**src/rtl/memcpy_job_queue.sv**
```systemverilog
// memcpy_job_queue: descriptor FIFO feeding a copy engine with at most one job outstanding.
// Optional build macro MEMCPY_JOB_TIMEOUT_EN adds a WAIT watchdog (timeout_cycles / timeout_err).
//
// state  | meaning
// IDLE   | pop next descriptor; zero-length retires in place, otherwise latch it for the engine
// LAUNCH | memcpy_* operands stable; memcpy_start is registered on the exit edge
// WAIT   | job outstanding; retire on a fresh rising edge of memcpy_done
module memcpy_job_queue #(
  parameter int ADDR_WIDTH = 64,
  parameter int DEPTH_LOG2 = 2
) (
  input  logic                  clk,
  input  logic                  rst,
  input  logic                  desc_valid,
  output logic                  desc_ready,
  input  logic [ADDR_WIDTH-1:0] desc_src,
  input  logic [ADDR_WIDTH-1:0] desc_tgt,
  input  logic [63:0]           desc_len,
  output logic [ADDR_WIDTH-1:0] memcpy_src_addr,
  output logic [ADDR_WIDTH-1:0] memcpy_tgt_addr,
  output logic [63:0]           memcpy_len,
  output logic                  memcpy_start,
  input  logic                  memcpy_done,
`ifdef MEMCPY_JOB_TIMEOUT_EN
  input  logic [31:0]           timeout_cycles,
  output logic                  timeout_err,
`endif
  output logic                  job_done,
  output logic [15:0]           job_cnt,
  output logic                  busy,
  output logic                  zero_len_err
);

  localparam int DEPTH   = 1 << DEPTH_LOG2;
  localparam int ENTRY_W = 2 * ADDR_WIDTH + 64;

  typedef enum logic [1:0] {IDLE, LAUNCH, WAIT} state_t;

  state_t                state, state_d;
  logic [ENTRY_W-1:0]    fifo_mem [DEPTH];
  logic [DEPTH_LOG2-1:0] wr_ptr, rd_ptr;
  logic [DEPTH_LOG2:0]   fifo_cnt;
  logic                  fifo_full, fifo_empty;
  logic                  push, pop;
  logic [ADDR_WIDTH-1:0] head_src, head_tgt;
  logic [63:0]           head_len;
  logic                  load, start_d, retire, zero_set;
  logic                  done_q, done_rise;

  assign fifo_full  = (fifo_cnt == (DEPTH_LOG2 + 1)'(DEPTH));
  assign fifo_empty = (fifo_cnt == '0);
  assign desc_ready = ~fifo_full;
  assign push       = desc_valid & ~fifo_full;
  assign {head_src, head_tgt, head_len} = fifo_mem[rd_ptr];
  assign busy       = ~fifo_empty | (state != IDLE);

  // A level still high when WAIT is entered shows done_q=1, so only a new edge retires.
  assign done_rise  = memcpy_done & ~done_q;

`ifdef MEMCPY_JOB_TIMEOUT_EN
  logic [31:0] wait_cnt;
  logic        timeout_hit, tmo_set;

  assign timeout_hit = (timeout_cycles != '0) && ((wait_cnt + 32'd1) == timeout_cycles);

  always_ff @(posedge clk) begin
    if (rst) begin
      wait_cnt    <= '0;
      timeout_err <= 1'b0;
    end else begin
      if (state == LAUNCH)
        wait_cnt <= '0;
      else if (state == WAIT)
        wait_cnt <= wait_cnt + 32'd1;
      if (tmo_set)
        timeout_err <= 1'b1;
    end
  end
`endif

  always_ff @(posedge clk) begin
    if (push)
      fifo_mem[wr_ptr] <= {desc_src, desc_tgt, desc_len};
  end

  always_ff @(posedge clk) begin
    if (rst) begin
      wr_ptr   <= '0;
      rd_ptr   <= '0;
      fifo_cnt <= '0;
    end else begin
      if (push)
        wr_ptr <= wr_ptr + 1'b1;
      if (pop)
        rd_ptr <= rd_ptr + 1'b1;
      case ({push, pop})
        2'b10:   fifo_cnt <= fifo_cnt + 1'b1;
        2'b01:   fifo_cnt <= fifo_cnt - 1'b1;
        default: fifo_cnt <= fifo_cnt;
      endcase
    end
  end

  always_ff @(posedge clk) begin
    if (rst)
      state <= IDLE;
    else
      state <= state_d;
  end

  always_comb begin
    state_d  = state;
    pop      = 1'b0;
    load     = 1'b0;
    start_d  = 1'b0;
    retire   = 1'b0;
    zero_set = 1'b0;
`ifdef MEMCPY_JOB_TIMEOUT_EN
    tmo_set  = 1'b0;
`endif
    case (state)
      IDLE: begin
        if (!fifo_empty) begin
          pop = 1'b1;
          if (head_len == '0) begin
            retire   = 1'b1;
            zero_set = 1'b1;
          end else begin
            load    = 1'b1;
            state_d = LAUNCH;
          end
        end
      end
      LAUNCH: begin
        start_d = 1'b1;
        state_d = WAIT;
      end
      WAIT: begin
        if (done_rise) begin
          retire  = 1'b1;
          state_d = IDLE;
        end
`ifdef MEMCPY_JOB_TIMEOUT_EN
        else if (timeout_hit) begin
          retire  = 1'b1;
          tmo_set = 1'b1;
          state_d = IDLE;
        end
`endif
      end
      default: state_d = IDLE;
    endcase
  end

  // Operands only change on a pop, so they stay stable through LAUNCH and WAIT.
  always_ff @(posedge clk) begin
    if (rst) begin
      done_q          <= 1'b0;
      memcpy_src_addr <= '0;
      memcpy_tgt_addr <= '0;
      memcpy_len      <= '0;
      memcpy_start    <= 1'b0;
      job_done        <= 1'b0;
      job_cnt         <= '0;
      zero_len_err    <= 1'b0;
    end else begin
      done_q       <= memcpy_done;
      memcpy_start <= start_d;
      job_done     <= retire;
      if (retire)
        job_cnt <= job_cnt + 16'd1;
      if (zero_set)
        zero_len_err <= 1'b1;
      if (load) begin
        memcpy_src_addr <= head_src;
        memcpy_tgt_addr <= head_tgt;
        memcpy_len      <= head_len;
      end
    end
  end

endmodule

```
**config.mk**
```make
export PLATFORM = sky130hd
export DESIGN_NAME = memcpy_job_queue
export DESIGN_NICKNAME = d
export VERILOG_FILES = /design/src/rtl/memcpy_job_queue.sv
export SDC_FILE = /design/constraint.sdc
export NUM_CORES = 1
export LEC_CHECK = 0
export CAP_MARGIN = 20
export CELL_PAD_IN_SITES_DETAIL_PLACEMENT = 1
export CELL_PAD_IN_SITES_GLOBAL_PLACEMENT = 2
export CORE_AREA = 2 2 299 301
export CTS_CLUSTER_SIZE = 14
export DETAILED_ROUTE_END_ITERATION = 7
export DIE_AREA = 0 0 301 303
export HOLD_SLACK_MARGIN = 0.03
export PLACE_DENSITY = 0.89
export SLEW_MARGIN = 10
export SYNTH_ARGS = -nofsm -noshare
export SYNTH_HDL_FRONTEND = slang
export SYNTH_SLANG_ARGS = --single-unit
export TNS_END_PERCENT = 20
```
**constraint.sdc**
```tcl
create_clock -name clk -period 8.25 [get_ports clk]
set_input_delay 1.65 -clock clk [delete_from_list [all_inputs] [get_ports clk]]
set_output_delay 1.65 -clock clk [all_outputs]
set_load 0.01 [all_outputs]
```
# --- Word level (Yosys, flattened, before mapping) ---
# Memory sizes are Yosys's and may differ from the RTL's. A register that Yosys moved wholly into a read port is not among the register bits.
# Index checks and enable logic that the tools add are counted.
word_totals:
  out_inout_bits: 213
  latchBits: 0
  wordCells: 58
  n_memories: 1
  rom_bits: 0
  input_bits: 196
  mem_bits_rw: 768
  ff_bits: 221
memory_table:
  columns: ["name", "words", "word_bits", "read_ports", "rd_ports_with_merged_regs", "wr", "line_no", "text"]
  rows:
  - ["fifo_mem", 4, 192, 1, 1, 1, "40", "logic [ENTRY_W-1:0] fifo_mem [DEPTH];"]
op_classes:
  shift: 0
  n_eq_ne: 8
  n_div: 0
  order_cmp: 0
  bitwise: 6
  n_mux: 20
  mul: 0
  n_reduce_logical: 6
  n_addsub: 5
ops:
  columns: ["cell", "n"]
  rows:
  - ["64-bit logical NOT", 1]
  - ["16-bit by 1-bit adder with 16-bit output, second input constant", 1]
  - ["1-bit two-way mux", 12]
  - ["2-bit two-way mux", 5]
  - ["2-bit != test, second input constant", 3]
  - ["2-bit one-hot mux with 3 select lines", 1]
  - ["3-bit one-hot mux with 2 select lines", 1]
  - ["2-bit by 1-bit adder with 2-bit output, second input constant", 2]
  - ["2-bit by 1-bit == test with 1-bit output, second input constant", 2]
  - ["2-bit == test, second input constant", 2]
  - ["2-bit nonzero test", 2]
  - ["3-bit by 1-bit adder with 3-bit output, second input constant", 1]
  - ["3-bit == test, second input constant", 1]
  - ["3-bit logical NOT", 1]
  - ["1-bit inverter", 3]
  - ["3-bit AND reduction", 1]
  - ["3-bit by 1-bit subtractor with 3-bit output, second input constant", 1]
  - ["1-bit AND", 2]
  - ["2-bit logical NOT", 1]
  - ["1-bit one-hot mux with 2 select lines", 1]
  - ["1-bit OR", 1]

# --- Depth between registers and ports, before layout ---
# Gate-level depths: netlist of the first run.
logic_depth:
  word_depth: 5
  depth_mapped: 12
  ltp_nobuf: 10

# --- Worst setup path after synthesis of the first run ---
# OpenSTA, ideal clock, no wires.
synth_timing:
  path_type: "input -> register"
  startpoint: "in desc_valid"
  endpoint: "mem fifo_mem[0][0] in the netlist's numbering, enable pin"
  n_path_buf: 0
  arrival_time_ns: 6.068
  stages: 1
  setup_time_ns: 0.578
  required_time_ns: 7.672
  slack_ns: 1.604
  path_cell_list: "and3_1"
synth_via:
  elab_chain_len: 3
synth_lines:
  columns: ["element", "line_no", "text"]
  rows:
  - ["from (decl)", "14", "input logic desc_valid,"]
  - ["1-bit AND", "53", "assign push = desc_valid & ~fifo_full;"]
  - ["1-bit two-way mux", "82", "if (push)"]
  - ["1-bit two-way mux (implied by the code)", "83", "fifo_mem[wr_ptr] <= {desc_src, desc_tgt, desc_len};"]
  - ["to (decl)", "40", null]
# Every way passes these cells.

==> summary.md, run 1 <==
| Metric | Value |
|---|---|
| Run status | `complete, no violations` |
| Number of cells produced by synthesis | `about 2100` |
| F_max | `approximately 200 MHz` |
| Via count normalized by instance count | `~5.6` |
| CTS tree | `built` |
| Floorplan Core Area | `87970 sq um` |
| IO Port Bufs | `roughly 410` |
| Power per unit of standard cell area | `345.7 nW/um^2` |
| Most congested layer reported by global routing | `met2` |
| X dimension of the die | `roughly 300 um` |
| Detailed-route wire length | `approximately 100000 um` |
| Total of endpoints with negative setup slack in the final report | `0` |
| Synthesized netlist net count | `roughly 2300` |
| Switching power of the nets | `~4.8 mW` |
| Routed length per placed instance | `26.73 um` |
| ANT nets after route | `0` |
| Unrepaired setup endpoints after global routing | `no` |
| Largest family of logic cells by synthesized area | `multiplexers` |
| Clock-pin slew on the worst setup and hold paths | `0.06 ns` |
| Total die area | `91200 sq um` |
| Met2 track demand over resource in global routing | `between 30% and 40%` |
| Share of cells above drive strength 1 | `roughly 15%` |
| Initial cell density of the core | `between 40% and 50%` |
| Site Rows | `~110` |
| Arrival time of data at the critical path endpoint | `roughly 5.5 ns` |
| Cell area after technology mapping | `between 30000 and 40000 sq um` |
| Worst clock skew | `0.02889 ns` |
| Share of total power in sequential cells | `between 40% and 50%` |
| Source-to-sink clock delay at the later pin of the worst-skew pair | `approximately 0.67 ns` |
| M1 GR Usage | `26.76%` |
| Maximum number of pins on one net before global-route repair | `around 140` |
| Number of H-tree branching levels | `3` |
| Internal Dissipation | `around 11 mW` |
| Clk pwr share | `between 30% and 40%` |
| Vias in the first global route | `about 23000` |
| Die extent in y | `roughly 300 um` |
| Area growth syn-to-layout | `23.75%` |
| Type of element capturing the critical path | `flop` |
| Routing usage on met3 | `approximately 5.5%` |
| Worst hold path type | `reg -> reg` |
| Number of unique standard cell types used by synthesis | `44` |
| Switching share of power | `between 30% and 40%` |
| Critical path class | `reg -> reg` |
| Pin slew with the least headroom to its limit | `roughly 1.1 ns` |
| Number of DRC markers after the initial detailed-route iteration | `1520` |
| Total of warnings raised by yosys | `0` |
| Max-cap violations | `0` |
| Kind of launch point of the worst setup path | `flop` |
| Final number of hold-violating endpoints | `0` |
| Accumulated negative setup slack | `0 ns` |
| Largest cells by area after synthesis | `edfxtp_1 (63%), dfxtp_1 (12%), mux4_2 (12%), nand3_1 (2.8%), a21oi_1 (2.7%)` |
| TritonCTS buffer count | `100` |
| Post_cts resized | `0` |
| Gpl congestion | `0.7647` |
| Max-slew violation count | `0` |
| Area share of the largest cell type after synthesis | `63.09%` |
| Xor and xnor fraction of the mapped netlist area | `less than 1%` |
| CTS root buffer | `clkbuf_16` |
| DRC | `0` |
| Maximum fanout along the worst path | `approximately 70` |
| Smallest hold slack | `between 0.4 and 0.5 ns` |
| Synthesized area divided by synthesized cell count | `17.41 sq um` |
| First-pass iteration count of the detailed router | `6` |
| Sequential-to-total area share from yosys stat | `approximately three quarters` |
| Gr usage total | `~22%` |
| CTS sink count | `around 990` |
| Adder-Cell Fraction of Synth Area | `less than 1%` |
| Compound-Gate Fraction of Synth Area | `5.641%` |
| Post-DP HPWL | `between 50000 and 60000 um` |
| Global route overflow | `0` |
| Tmin final | `between 5 and 6 ns` |
| Hold buffer count at CTS | `0` |
| Area fraction in and, or, nand and nor cells after synthesis | `4.474%` |
| Total number of vias | `21040` |
| Initial antenna violation count | `28` |
| LEAKAGE | `between 10 and 15 nW` |
| Peak ir drop on the vdd network | `0.0002800 V` |
| FF+latch count, synth | `a little under 1000` |
| Multiplexer share of the synthesized area | `12.32%` |
| Setup fix buffers added after clock tree synthesis | `0` |
| Final period utilization | `60.73%` |
| Number of primary I/O pins | `a little over 400` |
| Final Net Count | `2683` |
| Filler Cells Inserted | `8192` |
| Portion of total power attributed to combinational logic | `around 27%` |
| Remaining max-slew budget at the tightest pin | `25.89%` |
| Req. time, crit path | `about 8.7 ns` |
| Global-route wire length before repair | `around 150000 um` |
| Cell accounting for the most synthesized area | `edfxtp_1` |
| Maximum buffer depth of the clock tree | `3` |
==> synthesized netlist by cell type <==
master      n
nor3_1      7
clkbuf_1   84
mux2_2      5
dfxtp_1   223
o22ai_2     1
mux4_2    192
fa_1        1
nand4_1     6
inv_1       8
nor3b_1     1
mux2i_1     1
nand2_1    17
buf_4       3
or2_2       1
inv_2       1
and4_1      1
nor2_1     29
nor2b_1    18
nor4_4      1
a41oi_1     1
xnor2_1     2
nand2b_1    4
or4_1       1
buf_6       1
a21boi_1    1
buf_2      40
nand3_1   204
o22ai_1     6
or3_1       1
o32ai_2     1
edfxtp_1  768
a21oi_1   198
o21ai_0   142
and2_1      2
ha_1        6
xor2_1      3
and3_1      6
mux2_1     10
nor4_1     17
or3b_2      1
buf_1      28
o21ai_1    54
a21o_1      1
nor4b_1     1
==> metrics by stage <==
step | std cells | instance area, sq um | setup WS [ns] | power, mW | utilization [%]
2_1_floorplan | 2099 | 36550 | 1.604 | 9.006 | -
3_3_place_gp | 3542 | 41750 | 3.280 | 10.85 | 47.46
3_5_place_dp | 3542 | 41750 | 3.238 | 11.02 | 47.46
4_1_cts | 3729 | 45170 | 3.234 | 15.77 | 51.35
5_1_grt | 3744 | 45230 | 3.031 | 16.29 | 51.42
6_report | 3744 | 45230 | 3.240 | 15.64 | 51.42
==> path summary, 6_finish.rpt <==
check                      start             endpoint  slack, ns  cells after the start
max                         flop  memcpy_tgt_addr[22]       3.24                      8
min          memcpy_src_addr[32]  memcpy_src_addr[32]       0.48                      2
max reg2reg                 flop  memcpy_tgt_addr[22]       3.24                      8
min reg2reg  memcpy_src_addr[32]  memcpy_src_addr[32]       0.48                      2
==> worst max-delay path: stages, from the launching register on <==
cell	delay, ns
dfxtp_4	0.92
buf_4	0.83
mux4_2	0.45
nor4_1	0.38
nand4_1	0.33
or4_4	0.81
buf_4	0.51
nand3_1	0.25
a21oi_1	0.09
==> sequential cells by signal (all words and copies together), names as in the netlist, named ones only <==
name and cells:
done_q 1, fifo_cnt 3, fifo_mem 768, job_cnt 16
job_done 1, memcpy_len 64, memcpy_src_addr 64, memcpy_start 1
memcpy_tgt_addr 64, rd_ptr 2, state 2, wr_ptr 2
zero_len_err 1
==> routing by layer <==
metal	part of all wire [%]	routed length, um	vias up
li1	-	-	9107
met4	3.2	3206	26
met2	52	51660	674
met1	38	38310	11050
met3	6.7	6715	180
met5	0.18	180	-
==> power by group through the flow <==
| stage | combinational [mW] | sequential [mW] | clock, mW |
|---|---|---|---|
| finish | 4.23 | 6.71 | 4.70 |
| global route | 4.54 | 6.78 | 4.97 |
| CTS | 4.27 | 6.71 | 4.79 |
| detailed placement | 4.22 | 6.80 | 0 |
| global placement | 4.12 | 6.73 | 0 |
| floorplan | 2.14 | 6.87 | 0 |
==> area by class of cell <==
| class | count | area, sq um | area share, % |
|---|---|---|---|
| repair buffers | 435 | 4373 | 9.667 |
| diodes | 14 | 35.03 | 0.07745 |
| multi-input cells | 943 | 8371 | 18.50 |
| clock inverters | 50 | 560.5 | 1.239 |
| flip-flops and latches | 991 | 27530 | 60.87 |
| clock buffers | 137 | 2865 | 6.334 |
| well taps | 1165 | 1458 | 3.222 |
| inverters | 9 | 38.79 | 0.08575 |
==> logic make-up after synthesis <==
| group | after synthesis |
|---|---|
| xor+xnor | 5 |
| simple gates | 318 |
| fa+ha+maj | 7 |
| mux | 208 |
| flops | 991 |
| buf+inv | 165 |
| compound gates | 405 |
==> placed cells by master, fill, tap and decap left out, types with 6 or more instances in the layout <==
cell,instances
a21oi_1,198
buf_4,21
bufinv_16,11
clkbuf_1,18
clkbuf_16,103
clkbuf_8,17
clkdlybuf4s50_1,407
clkinv_1,15
clkinv_2,15
dfxtp_1,221
diode_2,14
edfxtp_1,768
ha_1,6
inv_1,8
mux2_1,10
mux4_2,192
nand2_1,17
nand3_1,204
nand4_1,6
nor2_1,29
nor2b_1,18
nor3_1,7
nor4_1,17
o21ai_0,142
o21ai_1,54
o22ai_1,6
Note: power is estimated with default switching activity, not from simulation.
==> run 2: changes to the inputs <==
==> constraint.sdc (replaced) <==
create_clock -name clk -period 4.64 [get_ports clk]
set_input_delay 0.928 -clock clk [delete_from_list [all_inputs] [get_ports clk]]
set_output_delay 0.928 -clock clk [all_outputs]
set_load 0.01 [all_outputs]
==> summary.md, run 2 (synthesized netlist as in run 1, its figures left out) <==
| Metric | Value |
|---|---|
| Run status | `complete, no violations` |
| CTS root buffer | `clkbuf_16` |
| Accumulated negative setup slack | `0 ns (unchanged)` |
| CTS tree | `built` |
| Pin slew with the least headroom to its limit | `1.107 ns (-0.004606 ns)` |
| Maximum number of pins on one net before global-route repair | `196 (+42%)` |
| Area growth syn-to-layout | `24.78%` |
| Gr usage total | `22.21% (+0.50 points)` |
| LEAKAGE | `14.49 nW (+1.4%)` |
| Total die area | `91200 sq um (unchanged)` |
| X dimension of the die | `301 um (unchanged)` |
| Maximum fanout along the worst path | `64 (-11%)` |
| Total of endpoints with negative setup slack in the final report | `0 (unchanged)` |
| Cell seen most often among critical-path stages | `buf_12` |
| CP cell instances | `buf_12 > buf_4 > mux4_2 > nor4_1 > nand4_1 > or4_4 > buf_12 > nand3_1 > a21oi_1` |
| Critical path class | `reg -> reg` |
| Type of element capturing the critical path | `flop` |
| F_max | `245.5 MHz (+23%)` |
| Maximum buffer depth of the clock tree | `3 (unchanged)` |
| Max-cap violations | `0 (unchanged)` |
| Power per unit of standard cell area | `609.6 nW/um^2 (+76%)` |
| Setup fix buffers added after clock tree synthesis | `0 (unchanged)` |
| DRC | `0 (unchanged)` |
| CTS sink count | `991 (unchanged)` |
| Hold buffer count at CTS | `0 (unchanged)` |
| Register bank with the most flops | `fifo_mem` |
| Post_cts resized | `0 (unchanged)` |
| Source-to-sink clock delay at the later pin of the worst-skew pair | `0.65 ns (-0.02 ns)` |
| Peak ir drop on the vdd network | `0.0007557 V (+170%)` |
| Share of cells above drive strength 1 | `16.24% (+0.92 points)` |
| Via count normalized by instance count | `5.625 (+0.11%)` |
| Site Rows | `109 (unchanged)` |
| IO Port Bufs | `408 (unchanged)` |
| First-pass iteration count of the detailed router | `5 (-1)` |
| Arrival time of data at the critical path endpoint | `4.53 ns (-0.96 ns)` |
| Kind of launch point of the worst setup path | `flop` |
| Global-route wire length before repair | `150700 um (+1.9%)` |
| Max reg flops | `768 (unchanged)` |
| Die extent in y | `303 um (unchanged)` |
| TritonCTS buffer count | `100 (unchanged)` |
| Final number of hold-violating endpoints | `0 (unchanged)` |
| Detailed-route wire length | `102200 um (+2.1%)` |
| Number of primary I/O pins | `409 (unchanged)` |
| Placed standard-cell area | `42240 sq um (+1.2%)` |
| Unrepaired setup endpoints after global routing | `no` |
| Final design area excluding fillers | `45610 sq um (+0.84%)` |
| Routed length per placed instance | `27.02 um (+1.1%)` |
| Number of H-tree branching levels | `3 (unchanged)` |
| Floorplan Core Area | `87970 sq um (unchanged)` |
| Tmin final | `4.073 ns (-0.9371 ns)` |
| ANT nets after route | `0 (unchanged)` |
| Post-DP HPWL | `62220 um (+5.9%)` |
| Initial antenna violation count | `28 (unchanged)` |
| Req. time, crit path | `5.09 ns (-3.64 ns)` |
| Worst clock skew | `0.02123 ns (-0.007662 ns)` |
| Final Net Count | `2716 (+1.2%)` |
| Max-slew violation count | `0 (unchanged)` |
| Utilization after layout | `51.85% (+0.43 points)` |
| Power consumption | `27.80 mW (+78%)` |
| Total number of vias | `21270 (+1.1%)` |
| Gpl congestion | `0.7619 (-0.37%)` |
| Global route overflow | `0 (unchanged)` |
| Vias in the first global route | `23150 (+2.1%)` |
| Number of DRC markers after the initial detailed-route iteration | `1466 (-3.6%)` |
| Most used cells in the layout excluding fill and tap cells | `edfxtp_1 (768), clkdlybuf4s50_1 (407), dfxtp_1 (221)` |
| Largest stage delay on the critical path | `0.75 ns (-0.17 ns)` |
| Remaining max-slew budget at the tightest pin | `26.20% (+0.31 points)` |
| Worst hold path type | `reg -> reg` |
| Smallest hold slack | `0.4779 ns (-0.0001490 ns)` |
| Most common cell after layout, fill and taps aside | `edfxtp_1` |
| Initial cell density of the core | `41.55% (unchanged)` |
| Clock-pin slew on the worst setup and hold paths | `0.06 ns (about the same)` |
| Cell type of the slowest stage on the worst timing path | `or4_4` |
| Final period utilization | `87.79% (+27 points)` |
-- run 2: routing by layer --
layer / vias up / global-route usage, % / wire length, um
met5: - / 0 / 138
met4: 22 / 9.642 / 2885
met3: 172 / 5.005 / 6449
met2: 646 / 37.66 / 53250
met1: 11240 / 27.42 / 39460
li1: 9189 / - / -
-- run 2: final timing paths --
check / from / end / slack (ns) / cells after the start
max: flop / memcpy_tgt_addr[26] / 0.57 / 9
min: memcpy_src_addr[32] / memcpy_src_addr[32] / 0.48 / 2
max reg2reg: flop / memcpy_tgt_addr[26] / 0.57 / 9
min reg2reg: memcpy_src_addr[32] / memcpy_src_addr[32] / 0.48 / 2
-- run 2: metrics by stage --
step	std cells	setup WS, ns
floorplan	2099	-1.284
global placement	3576	0.7397
detailed placement	3576	0.6097
CTS	3764	0.5594
global route	3781	0.3929
finish	3781	0.5667
-- run 2: critical path: cells and delay by family, from the launching register on --
family,cells,cell delay [ns]
AND/OR/NAND/NOR,4,1.73
buffers and inverters,3,0.82
flip-flops,1,0.55
multiplexers,1,0.52
AO/OA/AOI/OAI,1,0.11
-- run 2: power by group --
group	internal [mW]	switching [mW]
Clock	4.79	3.39
Sequential	11.1	0.736
Combinational	3.40	4.39
Total	19.3	8.51
-- run 2: layout make-up --
type                            instances  area (sq um)
Antenna cell                           17         42.54
Clock buffer                          138          2800
Clock inverter                         50         529.3
Fill cell                            8134         42350
Inverter                                9         38.79
Multi-Input combinational cell        943          8371
Sequential cell                       991         27530
Tap cell                             1165          1458
Timing Repair Buffer                  468          4840
==> run 3: changes to the inputs <==
--- a/config.mk
+++ b/config.mk
@@ -14,6 +14,7 @@
 export DIE_AREA = 0 0 301 303
 export HOLD_SLACK_MARGIN = 0.03
 export PLACE_DENSITY = 0.89
+export SETUP_SLACK_MARGIN = 0.3
 export SLEW_MARGIN = 10
 export SYNTH_ARGS = -nofsm -noshare
 export SYNTH_HDL_FRONTEND = slang
==> results of run 3 <==
Same layout as run 2: the final DEF is identical, and so are final timing and power.
